<file path="config.mk">
export PLATFORM = sky130hd
export DESIGN_NAME = signed_bcd_converter
export DESIGN_NICKNAME = d
export VERILOG_FILES = /design/src/rtl/signed_bcd_converter.sv
export SDC_FILE = /design/constraint.sdc
export NUM_CORES = 1
export LEC_CHECK = 0
export CORE_MARGIN = 2
export CORE_UTILIZATION = 45
export CTS_CLUSTER_DIAMETER = 100
export DETAILED_ROUTE_END_ITERATION = 6
export HOLD_SLACK_MARGIN = 0.15
export MAX_ROUTING_LAYER = met4
export PLACE_DENSITY = 0.72
export SLEW_MARGIN = 20
export SYNTH_ARGS = -nofsm -noshare
export SYNTH_HDL_FRONTEND = slang
export SYNTH_SLANG_ARGS = --single-unit
</file>
<file path="constraint.sdc">
create_clock -name clk -period 1.8 [get_ports clk]
set_input_delay 0.18 -clock clk [delete_from_list [all_inputs] [get_ports clk]]
set_output_delay 0.18 -clock clk [all_outputs]
set_load 0.05 [all_outputs]
</file>
<file path="src/rtl/signed_bcd_converter.sv">
// signed_bcd_converter: serial double-dabble conversion of a signed operand into sign plus 3-digit BCD magnitude.
// Define BCD_SATURATE_EN to report 399 instead of 0 on bcd when the magnitude overflows.
module signed_bcd_converter #(
  parameter int IN_W = 11
) (
  input  logic            clk,
  input  logic            rst_n,
  input  logic            start,
  input  logic [IN_W-1:0] value,
  output logic            busy,
  output logic            done,
  output logic [9:0]      bcd,
  output logic            negative,
  output logic            overflow
);
  localparam logic [1:0] S_IDLE  = 2'd0;
  localparam logic [1:0] S_SHIFT = 2'd1;
  localparam logic [1:0] S_DONE  = 2'd2;
  localparam int CW = $clog2(IN_W);
  localparam logic [CW-1:0] LAST = CW'(IN_W - 1);
`ifdef BCD_SATURATE_EN
  localparam logic [9:0] OVF_BCD = 10'b11_1001_1001;
`else
  localparam logic [9:0] OVF_BCD = 10'b0;
`endif
  logic [1:0]      r_state;
  logic [IN_W-1:0] r_mag;
  logic [15:0]     r_acc;
  logic [CW-1:0]   r_cnt;
  logic            r_sign;
  logic [15:0]     w_adj;
  logic            w_ovf;
  function automatic logic [3:0] add3(input logic [3:0] d);
    return d >= 4'd5 ? d + 4'd3 : d;
  endfunction
  always_comb begin
    w_adj = {add3(r_acc[15:12]), add3(r_acc[11:8]), add3(r_acc[7:4]), add3(r_acc[3:0])};
    w_ovf = (|r_acc[15:12]) | (r_acc[11:8] > 4'd3);
  end
  always_ff @(posedge clk or negedge rst_n) begin
    if (!rst_n) begin
      r_state  <= S_IDLE;
      r_mag    <= '0;
      r_acc    <= '0;
      r_cnt    <= '0;
      r_sign   <= 1'b0;
      busy     <= 1'b0;
      done     <= 1'b0;
      bcd      <= '0;
      negative <= 1'b0;
      overflow <= 1'b0;
    end else begin
      done <= 1'b0;
      case (r_state)
        S_IDLE: if (start) begin
          r_mag   <= value[IN_W-1] ? -value : value;
          r_sign  <= value[IN_W-1];
          r_acc   <= '0;
          r_cnt   <= '0;
          busy    <= 1'b1;
          r_state <= S_SHIFT;
        end
        S_SHIFT: begin
          r_acc   <= (w_adj << 1) | 16'(r_mag[IN_W-1]);
          r_mag   <= r_mag << 1;
          r_cnt   <= r_cnt + 1'b1;
          r_state <= r_cnt == LAST ? S_DONE : S_SHIFT;
        end
        S_DONE: begin
          done     <= 1'b1;
          busy     <= 1'b0;
          bcd      <= w_ovf ? OVF_BCD : r_acc[9:0];
          negative <= r_sign & (|r_acc);
          overflow <= w_ovf;
          r_state  <= S_IDLE;
        end
        default: r_state <= S_IDLE;
      endcase
    end
  end
endmodule

</file>
==> results of run 1 <==
## stage by stage
step	power, mW	TNS, ps
6_report	4.55	0
5_1_grt	4.97	0
4_1_cts	4.60	0
3_5_place_dp	3.92	-107
3_3_place_gp	3.85	-8.10
2_1_floorplan	3.27	0
## power groups by stage
| stage | clock network, mW | registers [mW] | logic, mW |
|---|---|---|---|
| floorplan | 0 | 1.88 | 1.39 |
| global placement | 0 | 1.80 | 2.05 |
| detailed placement | 0 | 1.81 | 2.11 |
| CTS | 0.686 | 1.80 | 2.12 |
| global route | 0.734 | 1.87 | 2.37 |
| finish | 0.660 | 1.80 | 2.10 |
## cells by family (layout without fill, tap and decap cells)
kind of cell             count (synthesis)  in the layout  synth area share, %
buffers and inverters                   25             68                 4.40
adder cells (fa/ha/maj)                 14             14                 7.01
flip-flops                              48             48                 48.0
AO/OA/AOI/OAI                           75             75                 20.5
AND/OR/NAND/NOR                         66             66                 12.9
XOR/XNOR                                13             13                 4.55
multiplexers                             6              6                 2.55
## placed cells by master, fill, tap and decap left out, types with 2 or more instances in the layout
master            n
nand4_1           2
o311ai_0          2
o211ai_1          2
nor3b_1           2
nor2_1            8
mux2_2            3
xnor2_1           6
o21ai_0          23
xor2_1            7
a21oi_1           8
nand2_1          32
buf_4            20
o22ai_1           7
inv_1            12
nor4_1            2
nand2b_1         11
mux2i_1           3
nor2b_1           3
a22oi_1           6
dfrtp_1          48
a22o_1            3
ha_1             14
clkbuf_8          6
clkdlybuf4s50_1  26
a32o_1            4
o31ai_1          13
## tightest hold or removal path, stage by stage, from the launching register on
cell	delay (ps)
dfrtp_1	350
nand2_1	50
nand2_1	50
## flip-flops by register name, indices dropped and copies added (netlist names)
| register | flops |
|---|---|
| overflow | 1 |
| done | 1 |
| r_cnt | 4 |
| r_mag | 11 |
| r_acc | 16 |
| r_sign | 1 |
| busy | 1 |
| negative | 1 |
| r_state | 2 |
| bcd | 10 |
## what timing repair did
action | in CTS | in global routing
hold buffers | 1 | 0
hold endpoints to repair | 48 | 0
setup buffers | 0 | 0
## per-layer routing
metal,vias to the layer above,track usage [%],wire length [um]
met1,898,22.7,2220
met3,7,3.79,195
met4,0,5.44,46
met5,-,-,0
li1,972,-,-
met2,38,30.8,2420
## worst max-delay path by stage
stage | startpoint | end | slack, ps | cells past startpoint
2_1_floorplan | r_acc[4]$_DFFE_PN0P_ | r_acc[6]$_DFFE_PN0P_ | 240 | 6
3_3_place_gp | value[3] | r_mag[9]$_DFFE_PN0P_ | -8 | 5
3_5_place_dp | value[3] | r_mag[9]$_DFFE_PN0P_ | -60 | 5
4_1_cts | r_acc[8]$_DFFE_PN0P_ | r_acc[10]$_DFFE_PN0P_ | 130 | 6
5_1_grt | r_acc[0]$_DFFE_PN0P_ | r_acc[2]$_DFFE_PN0P_ | 20 | 6
6_report | r_acc[8]$_DFFE_PN0P_ | r_acc[10]$_DFFE_PN0P_ | 140 | 6
## area by class of cell
| cell class | instances | area [um^2] | area share, % |
|---|---|---|---|
| Sequential cell | 48 | 1200 | 39.5 |
| Multi-Input combinational cell | 174 | 1190 | 39.0 |
| Timing Repair Buffer | 48 | 425 | 14.0 |
| Tap cell | 72 | 90.1 | 2.96 |
| Clock buffer | 7 | 86.3 | 2.84 |
| Inverter | 12 | 45.0 | 1.48 |
| Clock inverter | 1 | 7.51 | 0.247 |
==> out/metrics.cfg, run 1 <==
[global_route]
first_global_vias = 1882
grt_max_degree = 49
grt_antenna_before_repair = 0
grt_use_total_pct = 18.5
grt_overflow = 0
grt_pass1_wl_um = 8800

[timing]
worst_slack_ps = 137
slew_headroom_pct = 59.9
slew_violations = 0
setup_violations = 0
worst_slew_pin_slew_ps = 602
fmax_ghz = 0.601
timing.final.crit_share_pct = 92.4
hold_viol = 0
holdWs_ps = 477
min_period_ps = 1660
skew_ps = 5.98
rsz0062_at_grt = no

[logic_synthesis]
yosys_warnings = 0
ys_top_cells_by_count = dfrtp_1, nand2_1, o21ai_0, ha_1, o31ai_1
synth_nets = 275
synth_top_area_share_pct = 48.0
yosysTopAreaCell = dfrtp_1
yosysSeqAreaShare_pct = 48.0
ys.flop_type = dfrtp_1
synth_area_per_cell_um2 = 10.1
synth.most_common_cell = dfrtp_1
synth_edf_count = 0
syn_inst = 247
yosys_register_bits = 48
synth_area_um2 = 2500
ys_types = 39
async_reset_ff_share_pct = 100
synth_area_leaders = dfrtp_1, ha_1, nand2_1, o21ai_0, o31ai_1

[run]
drv_cap = 0

[drt]
vias = 1915
wire_per_inst_um = 13.5
drc = 0
initialDrtViolationCount = 144
postRouteWirelength_um = 4880
drtPass1Iterations = 4
ant_nets = 0
vias_per_cell = 5.29

[worst_setup_path]
cp_num_buf_inv = 1
rrSetupSlack_ps = 140
cp_data_required_time_ps = 2020
critical-path-top-delay-family = flip-flops
arrival_ps = 1880
reg2reg_to = r_acc[10]$_DFFE_PN0P_
crit_slowest_cell = dfrtp_1
cp_cell_sequence = inv_1 -> ha_1 -> nand2b_1 -> a21oi_1 -> mux2_2 -> o21ai_0
r2r_cells = 6
reg2reg_from = r_acc[8]$_DFFE_PN0P_
end_kind = flop
setup.worst_path.class = flop to flop
max_stage_delay_ps = 400
start_kind = flop
crit_path_max_fanout = 5

[pwr]
power.switching_mw = 1.83
p_comb_share_pct = 46.1
p_sw_share_pct = 40.1
powerDensity_nw_per_um2 = 1500
seqPwrFrac_pct = 39.4
p_int_mw = 2.73
clock_power_share_pct = 14.5
ir_worst_vdd_v = 0.000602
leakage_nw = 1.32

[worst_hold_path]
hold_start = busy$_DFFE_PN0P_
hp-class = flop to flop
holdPathStages = 2
hold_end = busy$_DFFE_PN0P_

[placement]
portBuffers = 27
placed_cells_incl_taps = 353
post-dp-hpwl_um = 3550
globalplace.congestion = 0.786
placed_area_um2 = 2940
preCtsSetupSlack_ps = -58.7

[die]
fp.coreArea_um2 = 5440
die_area_um2 = 6170
pin_count = 28
initial_core_util_pct = 46.0
dieHeight_um = 78.5
rows = 27
die_w_um = 78.5

[cts]
htreeDepth = 2
path_clk_slew_ps = 90
clockBufferDepth = 2
cts_tree = built
clock-root-buffer = clkbuf_8
cts.repair.resized = 0
clkLatencyLatePin_ps = 300
cts_buffers = 5
cts_sinks = 48

[final_layout]
num-nets-final = 317
syn_to_final_growth_pct = 21.8
layout-drive-gt1-share_pct = 11.4
final_area_um2 = 3040
utilization_pct = 56.0
fin_cells = 362
diodes = 0
fillCellCount = 500

[run_status]
status = finished clean

Power figures use the tool's default switching activity.
==> run 2: changes to the inputs <==
- CTS_CLUSTER_SIZE: unset -> 40
==> results of run 2 <==
No change in the layout: final DEF, timing and power equal those of run 1.
==> run 3: changes to the inputs <==
- SLEW_MARGIN: 20 -> unset
==> results of run 3 <==
No change in the layout: final DEF, timing and power equal those of run 1.
